$ cat src/rtl/ctrl_pkg.sv
// Shared encodings for the multicycle RV32I control FSM: ALU ops, opcodes,
// operand/result selects, state enum and the branch-condition helper.
package ctrl_pkg;

    localparam logic [3:0] ALU_AND  = 4'b0000;
    localparam logic [3:0] ALU_OR   = 4'b0001;
    localparam logic [3:0] ALU_ADD  = 4'b0010;
    localparam logic [3:0] ALU_SUB  = 4'b0110;
    localparam logic [3:0] ALU_SLT  = 4'b0111;
    localparam logic [3:0] ALU_SLTU = 4'b1111;
    localparam logic [3:0] ALU_XOR  = 4'b1010;
    localparam logic [3:0] ALU_SLL  = 4'b1000;
    localparam logic [3:0] ALU_SRL  = 4'b1001;
    localparam logic [3:0] ALU_SRA  = 4'b0011;

    localparam logic [6:0] OP_LOAD   = 7'b0000011;
    localparam logic [6:0] OP_STORE  = 7'b0100011;
    localparam logic [6:0] OP_RTYPE  = 7'b0110011;
    localparam logic [6:0] OP_ITYPE  = 7'b0010011;
    localparam logic [6:0] OP_BRANCH = 7'b1100011;
    localparam logic [6:0] OP_JAL    = 7'b1101111;
    localparam logic [6:0] OP_JALR   = 7'b1100111;
    localparam logic [6:0] OP_LUI    = 7'b0110111;

    localparam logic [1:0] SRC_A_PC    = 2'b00;
    localparam logic [1:0] SRC_A_OLDPC = 2'b01;
    localparam logic [1:0] SRC_A_RS1   = 2'b10;
    // Zero base operand, so LUI passes the immediate through the adder.
    localparam logic [1:0] SRC_A_ZERO  = 2'b11;

    localparam logic [1:0] SRC_B_RS2  = 2'b00;
    localparam logic [1:0] SRC_B_IMM  = 2'b01;
    localparam logic [1:0] SRC_B_FOUR = 2'b10;

    localparam logic [1:0] RES_ALUOUT = 2'b00;
    localparam logic [1:0] RES_MEM    = 2'b01;
    localparam logic [1:0] RES_ALU    = 2'b10;

    typedef enum logic [3:0] {
        FETCH, DECODE, MEMADR, MEMREAD, MEMWB, MEMWRITE, EXECR,
        EXECI, ALUWB, BRANCH, JUMP, LUI, TRAP
    } state_t;

    typedef enum logic [1:0] {
        ALUOP_ADD, ALUOP_BRANCH, ALUOP_RTYPE, ALUOP_ITYPE
    } alu_op_t;

    // ALU computes SUB/SLT/SLTU; zero=1 means equal or "not less than".
    function automatic logic branch_taken(input logic [2:0] funct3, input logic zero);
        logic taken;
        case (funct3)
            3'b000, 3'b101, 3'b111: taken = zero;
            3'b001, 3'b100, 3'b110: taken = ~zero;
            default:                taken = 1'b0;
        endcase
        return taken;
    endfunction

endpackage

$ cat src/rtl/alu_decoder.sv
// Combinational ALU control: maps the instruction class plus funct3/funct7b5
// onto the 4-bit ALU operation code.
module alu_decoder
    import ctrl_pkg::*;
(
    input  alu_op_t    alu_op,
    input  logic [2:0] funct3,
    input  logic       funct7b5,
    output logic [3:0] alu_control
);

    always_comb begin
        alu_control = ALU_ADD;
        case (alu_op)
            ALUOP_BRANCH: begin
                case (funct3[2:1])
                    2'b00:   alu_control = ALU_SUB;
                    2'b10:   alu_control = ALU_SLT;
                    2'b11:   alu_control = ALU_SLTU;
                    default: alu_control = ALU_ADD;
                endcase
            end
            ALUOP_RTYPE, ALUOP_ITYPE: begin
                case (funct3)
                    // bit 30 of an I-type is immediate data, so ADDI never subtracts
                    3'b000:  alu_control = (alu_op == ALUOP_RTYPE && funct7b5) ? ALU_SUB : ALU_ADD;
                    3'b001:  alu_control = ALU_SLL;
                    3'b010:  alu_control = ALU_SLT;
                    3'b011:  alu_control = ALU_SLTU;
                    3'b100:  alu_control = ALU_XOR;
                    3'b101:  alu_control = funct7b5 ? ALU_SRA : ALU_SRL;
                    3'b110:  alu_control = ALU_OR;
                    default: alu_control = ALU_AND;
                endcase
            end
            default: alu_control = ALU_ADD;
        endcase
    end

endmodule

$ cat src/rtl/control_fsm.sv
// Multicycle RV32I main controller: sequences fetch, decode, memory, execute,
// writeback and branch/jump states and drives the datapath strobes.
//
// state    | meaning
// FETCH    | read instruction, PC <= PC+4 when memory ready
// DECODE   | branch target (old PC + imm) into ALU-out, dispatch on opcode
// MEMADR   | rs1 + imm address for load/store
// MEMREAD  | hold load access until mem_ready
// MEMWB    | write loaded data to rd
// MEMWRITE | hold store access until mem_ready
// EXECR    | register-register ALU op
// EXECI    | register-immediate ALU op
// ALUWB    | write ALU-out to rd
// BRANCH   | compare rs1/rs2, PC <= target if taken
// JUMP     | rd <= link address, PC <= jump target
// LUI      | rd <= immediate
// TRAP     | unsupported instruction, parked until reset
module control_fsm
    import ctrl_pkg::*;
(
    input  logic       clk,
    input  logic       rst,
    input  logic [6:0] opcode,
    input  logic [2:0] funct3,
    input  logic       funct7b5,
    input  logic       zero,
    input  logic       mem_ready,
    output logic [3:0] alu_control,
    output logic [1:0] alu_src_a,
    output logic [1:0] alu_src_b,
    output logic [1:0] result_src,
    output logic       adr_src,
    output logic       ir_write,
    output logic       pc_write,
    output logic       mem_read,
    output logic       mem_write,
    output logic       reg_write,
    output logic       illegal
);

    state_t  state, state_next;
    alu_op_t alu_op;
    logic    is_load;
    logic    is_jalr;

    always_ff @(posedge clk or posedge rst) begin
        if (rst) begin
            state   <= FETCH;
            is_load <= 1'b0;
            is_jalr <= 1'b0;
        end else begin
            state <= state_next;
            // Instruction class captured once so later states do not depend on the IR
            if (state == DECODE) begin
                is_load <= (opcode == OP_LOAD);
                is_jalr <= (opcode == OP_JALR);
            end
        end
    end

    always_comb begin
        state_next = state;
        alu_op     = ALUOP_ADD;
        alu_src_a  = SRC_A_PC;
        alu_src_b  = SRC_B_RS2;
        result_src = RES_ALUOUT;
        adr_src    = 1'b0;
        ir_write   = 1'b0;
        pc_write   = 1'b0;
        mem_read   = 1'b0;
        mem_write  = 1'b0;
        reg_write  = 1'b0;
        illegal    = 1'b0;

        unique case (state)
            FETCH: begin
                mem_read   = 1'b1;
                alu_src_b  = SRC_B_FOUR;
                result_src = RES_ALU;
                if (mem_ready) begin
                    ir_write   = 1'b1;
                    pc_write   = 1'b1;
                    state_next = DECODE;
                end
            end
            DECODE: begin
                alu_src_a = SRC_A_OLDPC;
                alu_src_b = SRC_B_IMM;
                case (opcode)
                    OP_LOAD, OP_STORE: state_next = MEMADR;
                    OP_RTYPE:          state_next = EXECR;
                    OP_ITYPE:          state_next = EXECI;
                    OP_BRANCH:         state_next = BRANCH;
                    OP_JAL, OP_JALR:   state_next = JUMP;
                    OP_LUI:            state_next = LUI;
                    default:           state_next = TRAP;
                endcase
            end
            MEMADR: begin
                alu_src_a  = SRC_A_RS1;
                alu_src_b  = SRC_B_IMM;
                state_next = is_load ? MEMREAD : MEMWRITE;
            end
            MEMREAD: begin
                adr_src  = 1'b1;
                mem_read = 1'b1;
                if (mem_ready) state_next = MEMWB;
            end
            MEMWRITE: begin
                adr_src   = 1'b1;
                mem_write = 1'b1;
                if (mem_ready) state_next = FETCH;
            end
            MEMWB: begin
                result_src = RES_MEM;
                reg_write  = 1'b1;
                state_next = FETCH;
            end
            EXECR: begin
                alu_src_a  = SRC_A_RS1;
                alu_src_b  = SRC_B_RS2;
                alu_op     = ALUOP_RTYPE;
                state_next = ALUWB;
            end
            EXECI: begin
                alu_src_a  = SRC_A_RS1;
                alu_src_b  = SRC_B_IMM;
                alu_op     = ALUOP_ITYPE;
                state_next = ALUWB;
            end
            ALUWB: begin
                result_src = RES_ALUOUT;
                reg_write  = 1'b1;
                state_next = FETCH;
            end
            BRANCH: begin
                alu_src_a  = SRC_A_RS1;
                alu_src_b  = SRC_B_RS2;
                result_src = RES_ALUOUT;
                alu_op     = ALUOP_BRANCH;
                pc_write   = branch_taken(funct3, zero);
                state_next = (funct3[2:1] == 2'b01) ? TRAP : FETCH;
            end
            JUMP: begin
                reg_write = 1'b1;
                pc_write  = 1'b1;
                if (is_jalr) begin
                    alu_src_a  = SRC_A_RS1;
                    alu_src_b  = SRC_B_IMM;
                    result_src = RES_ALU;
                end else begin
                    // Link address old PC + 4 on the ALU; PC takes the DECODE target
                    alu_src_a  = SRC_A_OLDPC;
                    alu_src_b  = SRC_B_FOUR;
                    result_src = RES_ALUOUT;
                end
                state_next = FETCH;
            end
            LUI: begin
                alu_src_a  = SRC_A_ZERO;
                alu_src_b  = SRC_B_IMM;
                result_src = RES_ALU;
                reg_write  = 1'b1;
                state_next = FETCH;
            end
            TRAP: begin
                illegal = 1'b1;
            end
            default: state_next = FETCH;
        endcase

        // Reset silences the outputs immediately, not just at the next edge
        if (rst) begin
            alu_op     = ALUOP_ADD;
            alu_src_a  = SRC_A_PC;
            alu_src_b  = SRC_B_RS2;
            result_src = RES_ALUOUT;
            adr_src    = 1'b0;
            ir_write   = 1'b0;
            pc_write   = 1'b0;
            mem_read   = 1'b0;
            mem_write  = 1'b0;
            reg_write  = 1'b0;
            illegal    = 1'b0;
        end
    end

    alu_decoder u_alu_decoder (
        .alu_op      (alu_op),
        .funct3      (funct3),
        .funct7b5    (funct7b5),
        .alu_control (alu_control)
    );

endmodule

$ cat config.mk
export PLATFORM = sky130hd
export DESIGN_NAME = control_fsm
export DESIGN_NICKNAME = d
export VERILOG_FILES = /design/src/rtl/ctrl_pkg.sv /design/src/rtl/alu_decoder.sv /design/src/rtl/control_fsm.sv
export SDC_FILE = /design/constraint.sdc
export NUM_CORES = 1
export LEC_CHECK = 0
export ABC_AREA = 0
export CAP_MARGIN = 30
export CORE_MARGIN = 2
export CORE_UTILIZATION = 50
export CTS_BUF_LIST = sky130_fd_sc_hd__clkbuf_8
export CTS_CLUSTER_DIAMETER = 40
export DETAILED_ROUTE_END_ITERATION = 16
export PLACE_DENSITY_LB_ADDON = 0.15
export SYNTH_ARGS = -nofsm -noshare
export SYNTH_HDL_FRONTEND = slang
export SYNTH_SLANG_ARGS = --single-unit
$ cat constraint.sdc
create_clock -name clk -period 4.9 [get_ports clk]
set_clock_uncertainty 0.15 [all_clocks]
set_input_delay 1.225 -clock clk [delete_from_list [all_inputs] [get_ports clk]]
set_output_delay 1.225 -clock clk [all_outputs]
set_load 0.02 [all_outputs]
Word level (Yosys, flattened, before mapping)
Cells that the tools add are included.
Cells by class
  equal/unequal tests: 36
  mux-type cells: 39
  bitwise gates (word level): 2
  reduce and logical (&&, ||, !) cells: 17
Operator list (count)
  $pmux W4 S8: 1
  $pmux W4 S7: 1
  $pmux W4 S6: 1
  $eq A7 B6 Y1 const B: 3
  $eq A7 B7 Y1 const B: 3
  $eq A4 B4 Y1 const B: 5
  $mux W4: 5
  $pmux W2 S3: 3
  $eq A4 B3 Y1 const B: 4
  $mux W1: 14
  $mux W2: 7
  $reduce_or A2 Y1: 7
  $eq A3 B3 Y1 const B: 4
  $pmux W4 S3: 1
  $reduce_or A4 Y1: 3
  $eq A2 B2 Y1 const B: 4
  $eq A4 B2 Y1 const B: 2
  $pmux W2 S4: 1
  $pmux W4 S2: 1
  $eq A7 B2 Y1 const B: 1
  $eq A7 B5 Y1 const B: 1
  $eq A3 B2 Y1 const B: 2
  $mux W3: 2
  $ne A2 B2 Y1 const B: 3
  other kinds (12): 15
Word-level totals
  bits in registers: 6
  bits of input ports: 15
  output and inout bits: 17
  logic and storage cells: 97

Longest topological paths before layout
Gate-level depths: netlist of run 1.
  depth after elaboration: 8
  mapped depth: 6
  gate-level depth less buffers: 4

Modules after synthesis
From an unflattened synthesis of run 1, not the netlist that was laid out.
Unflattened totals
  cells, all modules: 136
  area total of the unflattened synthesis: 924.6 sq um
Modules (own cells, without submodules)
  control_fsm: instances 1, cells an instance 118, area each 808.3 sq um, seq. area each 150.1 sq um
  alu_decoder: instances 1, cells an instance 18, area each 116.4 sq um, seq. area each 0.0 sq um

Least setup slack after synthesis of run 1
No wires, ideal clock.
  path kind: in2out
  start: input funct3[2]
  end: output pc_write
  data arrival time: 2.317 ns
  data required time: 3.525 ns
  setup slack: 1.208 ns
  stages on the path: 4
  buffers on the path: 1
  cell sequence: clkbuf_1 -> nand2b_1 -> nand4_1 -> a211oi_1
Between the ends
  cells in the longest elaborated chain, start to end: 5
  elaborated cells between the ends (all ways): 11
  classes of those cells: 5 x eq/ne; 3 x mux; 3 x reduce/logical
Ends and longest elaborated chain
  start, declared: RTL line control_fsm.sv:24  | input logic [2:0] funct3,
  $eq A3 B1 Y1, or another cell as far along: RTL line ctrl_pkg.sv:51  | case (funct3)
  $reduce_or A3 Y1: RTL line ctrl_pkg.sv:51
  $pmux W1 S2 *: RTL line ctrl_pkg.sv:51
  $pmux W1 S3 *: RTL line control_fsm.sv:75  | unique case (state)
  $mux W1 *: RTL line control_fsm.sv:173  | if (rst) begin
  end, declared: RTL line control_fsm.sv:34  | output logic pc_write,
Every way passes the cells marked *; elsewhere a longest branch is shown, timed or not.

Final worst setup path of run 1
  start: input rst
  end: output alu_control[0]
Between the ends
  cells in the longest elaborated chain, start to end: 4
  elaborated cells between the ends (all ways): 6
  classes of those cells: 3 x eq/ne; 2 x mux; 1 x reduce/logical
Ends and longest elaborated chain
  start, declared: RTL line control_fsm.sv:22  | input logic rst,
  $mux W2 *: RTL line control_fsm.sv:173
  $eq A2 B2 Y1: RTL line alu_decoder.sv:14  | case (alu_op)
  $reduce_or A2 Y1: RTL line alu_decoder.sv:14
  $pmux W4 S2 *: RTL line alu_decoder.sv:14
  end, declared: RTL line control_fsm.sv:28  | output logic [3:0] alu_control,
Marks and branches as above.

==> impl_metrics.toml, run 1 <==
[status]
run_status = "finished, final reports clean"

[synthesis]
synth_ff_type = "dfrtp_1"
synth.most_common_cell = "nor2_1"
synth_edf_count = 0
synth_cell_types = 52
netlist_instances = 130
netlist_area_sq_um = 904.6
ys_seq_elements = 6
ys_seq_area_frac = 0.1660
synth.top_cells.by_count = "nor2_1 (15), nand2_1 (12), nand2b_1 (10), a21oi_1 (8), nor3_1 (8)"
syn_nets = 145
yosys_warnings = 0
synth.top_cell.area_share = 0.1660
syn_area_per_cell_sq_um = 6.959
yosysTopAreaCell = "dfrtp_1"
async_flop_share = 1.000
synthTopCellsByArea = "dfrtp_1 (17%), nand2b_1 (6.9%), nor2_1 (6.2%), nand2_1 (5.0%), a21oi_1 (4.4%)"

[floorplan]
design.die.area_sq_um = 2166
die_y_um = 46.54
rows = 15
start_util = 0.5297
die_w_um = 46.54
ios = 32
core_area_sq_um = 1708

[placed_design]
portBuffers = 31
placed_cells = 175
routabilityCongestion = 0.8258
dp_hpwl_um = 1820

[clock_network]
cts_sinks = 6
cts-root-buf = "clkbuf_8"
clock_latency_ns = 0.22
numCtsBuffers = 3
cts_tree = "done"
ctsResizeCount = 0
hold_buffers = 0
cts_setup_buffers = 0
clk_path_buf_depth = 2
path_clk_slew_ns = 0.03
ctsHtreeMaxLevel = 1

[global_route]
grt_start_max_net_pins = 27
antenna_found_initial = 0
grt_pass1_vias = 907
track_usage = 0.2508
overflow = 0
grt_pass1_wl_um = 3981

[hold_path]
hold_class = "reg -> reg"
hp-start = "is_load"
hold_end = "is_load"
holdPathStages = 2

[worst_setup_path]
rrSetupSlack_ns = 2.72
crit_fanout = 11
cp-start-kind = "primary input"
rr_worst_depth = 4
end_kind = "primary output"
critPathRequiredTime_ns = 3.52
r2r-start = "state[3]"
arrival_ns = 3.20
timing.rr.end = "state[2]"
critPathKind = "in -> out"

[timing]
rsz0062_at_grt = "no"
timing.fmax_ghz = 0.2185
finalMaxSlewViolations = 0
setup_viol_count_final = 0
tns_ns = 0
period_share = 0.9339
hold_viol = 0
worst_slew_pin_slew_ns = 0.7240
fin_crit_ns = 4.576
slew_headroom = 0.5173

[final_layout]
syn_to_final_growth_pct = 37.07
drive_gt1_frac = 0.03922
multi_input_area_sq_um = 695.7
fin_nets = 170
fillers = 160
num_antenna_cells = 0
fin_util = 0.7260
seq_area_sq_um = 150.1
layout.cells.non_filler = 178

[route]
first_pass_iters = 4
ant_nets = 0
avgViaCountPerCell = 5.994
drtIter0Drc = 28
drc = 0
wl_um = 2468
wire_per_inst_um = 13.87
vias = 1067

[power_and_ir_drop]
peakVddDrop_uv = 385.7
totalPowerFinal_uw = 535.2
p_per_area_nw_per_um2 = 431.6
p_leak_uw = 0.0004399

[job]
drv_cap = 0
==> worst max-delay path by stage <==
stage / startpoint / endpoint / cells past startpoint
after floorplan: funct3[2] / pc_write / 4
after global placement: rst / alu_control[0] / 6
after detailed placement: rst / alu_control[0] / 6
after CTS: rst / alu_control[0] / 6
after global routing: rst / pc_write / 5
final: rst / alu_control[0] / 6
==> stage by stage <==
| stage | setup slack (ns) | area (sq um) | hold slack, ns |
|---|---|---|---|
| 2_1_floorplan | 1.208 | 904.6 | 0.3074 |
| 3_3_place_gp | 0.3882 | 1199 | 0.3363 |
| 3_5_place_dp | 0.3406 | 1199 | 0.3473 |
| 4_1_cts | 0.3365 | 1240 | 0.3643 |
| 5_1_grt | 0.1716 | 1240 | 0.4085 |
| 6_report | 0.3241 | 1240 | 0.3641 |
==> metal layers <==
| metal | track usage | vias to the layer above | part of all wire |
|---|---|---|---|
| met1 | 0.3191 | 489 | 0.43 |
| met5 | 0 | - | 0 |
| li1 | - | 538 | - |
| met2 | 0.4444 | 40 | 0.49 |
| met4 | 0.03429 | 0 | 0 |
| met3 | 0.04706 | 0 | 0.072 |
==> report_power, final <==
part	switching, uW	internal (uW)
clock	21.1	52.8
sequential	77.2	62.7
combinational	164	158
total	262	273
==> logic make-up (layout without fill, tap and decap cells) <==
kind of cell,Yosys count,after routing,share of synthesized area
AND/OR/NAND/NOR,67,67,0.4191
AO/OA/AOI/OAI,38,38,0.3001
buffers and inverters,14,37,0.06500
flip-flops,6,6,0.1660
XOR/XNOR,4,4,0.03873
multiplexers,1,1,0.01107
==> flip-flops by register name, indices dropped and copies added, names as in the netlist <==
| register | count |
|---|---|
| state | 4 |
| is_jalr | 1 |
| is_load | 1 |
==> placed cells by master (no fill, tap or decap), drive strengths merged, types with 4 or more instances in the layout <==
cell type and instances:
nand2b 10, o21ai 4, dfrtp 6, a21oi 8, nand2 12, clkdlybuf4s50 31
nor3 8, nor2 15
==> critical path, stage by stage <==
cell             delay, ns
clkdlybuf4s50_1       0.59
and4bb_1              0.43
nand2_1               0.09
o21bai_1              0.13
a32o_1                0.13
clkdlybuf4s50_1       0.60
==> final cells by class <==
cell class                 count  area share
inverter                       3    0.009082
sequential                     6      0.1211
timing repair buffer          31      0.2503
tap                           25     0.02523
multi-input combinational    110      0.5610
clock buffer                   3     0.03330
Note: power is estimated with default switching activity, not from simulation.
==> run 2, diff against run 1 <==
- DONT_BUFFER_PORTS: unset -> 1
- REMOVE_ABC_BUFFERS: unset -> 1
- SKIP_LAST_GASP: unset -> 1
==> run 2 against run 1 <==
Against the previous run: clock-buffer cell count is the same; die area unchanged; sequential share of layout area up 4.0 points; via count down 9.7%; power decreased by 13%; register-to-register slack barely moved.
==> impl_metrics.toml, run 2 (synthesized netlist as in run 1, its figures left out) <==
[clock_network]
ctsHtreeMaxLevel = 1
cts_tree = "done"
hold_buffers = 0
cts-root-buf = "clkbuf_8"
path_clk_slew_ns = 0.04
cts_setup_buffers = 0
clk_path_buf_depth = 2
clock_latency_ns = 0.23
ctsResizeCount = 0
cts_sinks = 6
numCtsBuffers = 3

[power_and_ir_drop]
p_per_area_nw_per_um2 = 502.3
totalPowerFinal_uw = 467.0
peakVddDrop_uv = 249.4
p_leak_uw = 0.0003251

[final_layout]
syn_to_final_growth_pct = 2.766
mostFrequentLayoutCell = "nor2_1"
fin_nets = 139
finalInstanceArea_sq_um = 929.6
largest_register_ffs = 4
num_antenna_cells = 0
drive_gt1_frac = 0.04918
top_register = "state"
layout_common_cells = "nor2_1 (15), nand2_1 (12), nand2b_1 (10)"
reg_top3 = "state x4, is_jalr x1, is_load x1"

[timing]
rsz0062_at_grt = "no"
hold_viol = 0
tns_ns = 0
finalMaxSlewViolations = 0
setup_ws_ns = 1.220
setup_viol_count_final = 0
fin_crit_ns = 3.680
worst_slew_pin_slew_ns = 0.8682
slew_headroom = 0.4158
period_share = 0.7511
timing.fmax_ghz = 0.2717

[job]
drv_cap = 0

[worst_setup_path]
critPathRequiredTime_ns = 3.52
arrival_ns = 2.31
critPathKind = "in -> out"
cp-start-kind = "primary input"
rrSetupSlack_ns = 2.71
end_kind = "primary output"
crit_fanout = 6
r2r-start = "state[3]"
rr_worst_depth = 4
timing.rr.end = "state[2]"

[floorplan]
die_y_um = 46.54
rows = 15
die_w_um = 46.54
start_util = 0.5297
core_area_sq_um = 1708
ios = 32
design.die.area_sq_um = 2166

[hold_path]
hp-start = "is_load"
holdPathStages = 2
hold_end = "is_load"
hold_class = "reg -> reg"

[route]
vias = 964
avgViaCountPerCell = 6.558
drc = 0
drtIter0Drc = 19
ant_nets = 0
first_pass_iters = 4
wl_um = 2252
wire_per_inst_um = 15.32

[placed_design]
dp_hpwl_um = 1588
portBuffers = 0
routabilityCongestion = 0.8243
post-place-ws_ns = 1.226
postPlaceCellArea_sq_um = 888.4

[status]
run_status = "finished, final reports clean"

[global_route]
grt_pass1_vias = 830
grt_pass1_wl_um = 3601
grt_start_max_net_pins = 27
overflow = 0
antenna_found_initial = 0
track_usage = 0.2285
-- run 2: power by group --
part           internal (uW)  leakage, uW  switching [uW]
sequential              62.6    0.0000803            78.1
combinational            100     0.000223             150
clock                   52.9    0.0000216            23.0
total                    216     0.000325             251
-- run 2: worst max-delay path by stage --
stage / slack, ns / depth (start not counted) / from / to
2_1_floorplan: 1.33 / 4 / funct3[0] / pc_write
3_3_place_gp: 1.21 / 4 / funct3[0] / pc_write
3_5_place_dp: 1.23 / 4 / funct3[0] / pc_write
4_1_cts: 1.21 / 4 / funct3[0] / pc_write
5_1_grt: 1.13 / 4 / funct3[0] / pc_write
6_report: 1.22 / 4 / funct3[0] / pc_write
-- run 2: through the flow --
step                std cells  hold slack [ns]    util
finish                    147           0.3801  0.5443
CTS                       147           0.3746  0.5443
global placement          144           0.3544  0.5201
detailed placement        144           0.3631  0.5201
floorplan                 119           0.3078       -
global route              147           0.4180  0.5443
-- run 2: layer usage --
metal	track usage	up-vias	wire [um]
li1	-	472	-
met1	0.3199	447	966
met2	0.3444	42	1109
met3	0.02353	3	148
met4	0.1143	0	28
met5	0	-	0
-- run 2: final cells by class --
type                    instances  area, sq um
flip-flops and latches          6        150.1
well taps                      25        31.28
inverters                       3        11.26
clock buffers                   3        41.29
multi-input cells             110        695.7
fillers                       167        778.2
-- run 2: worst max-delay path: stages --
cell,delay [ns]
xnor2_1,0.16
xnor2_1,0.15
nand4_1,0.13
a211oi_1,0.63
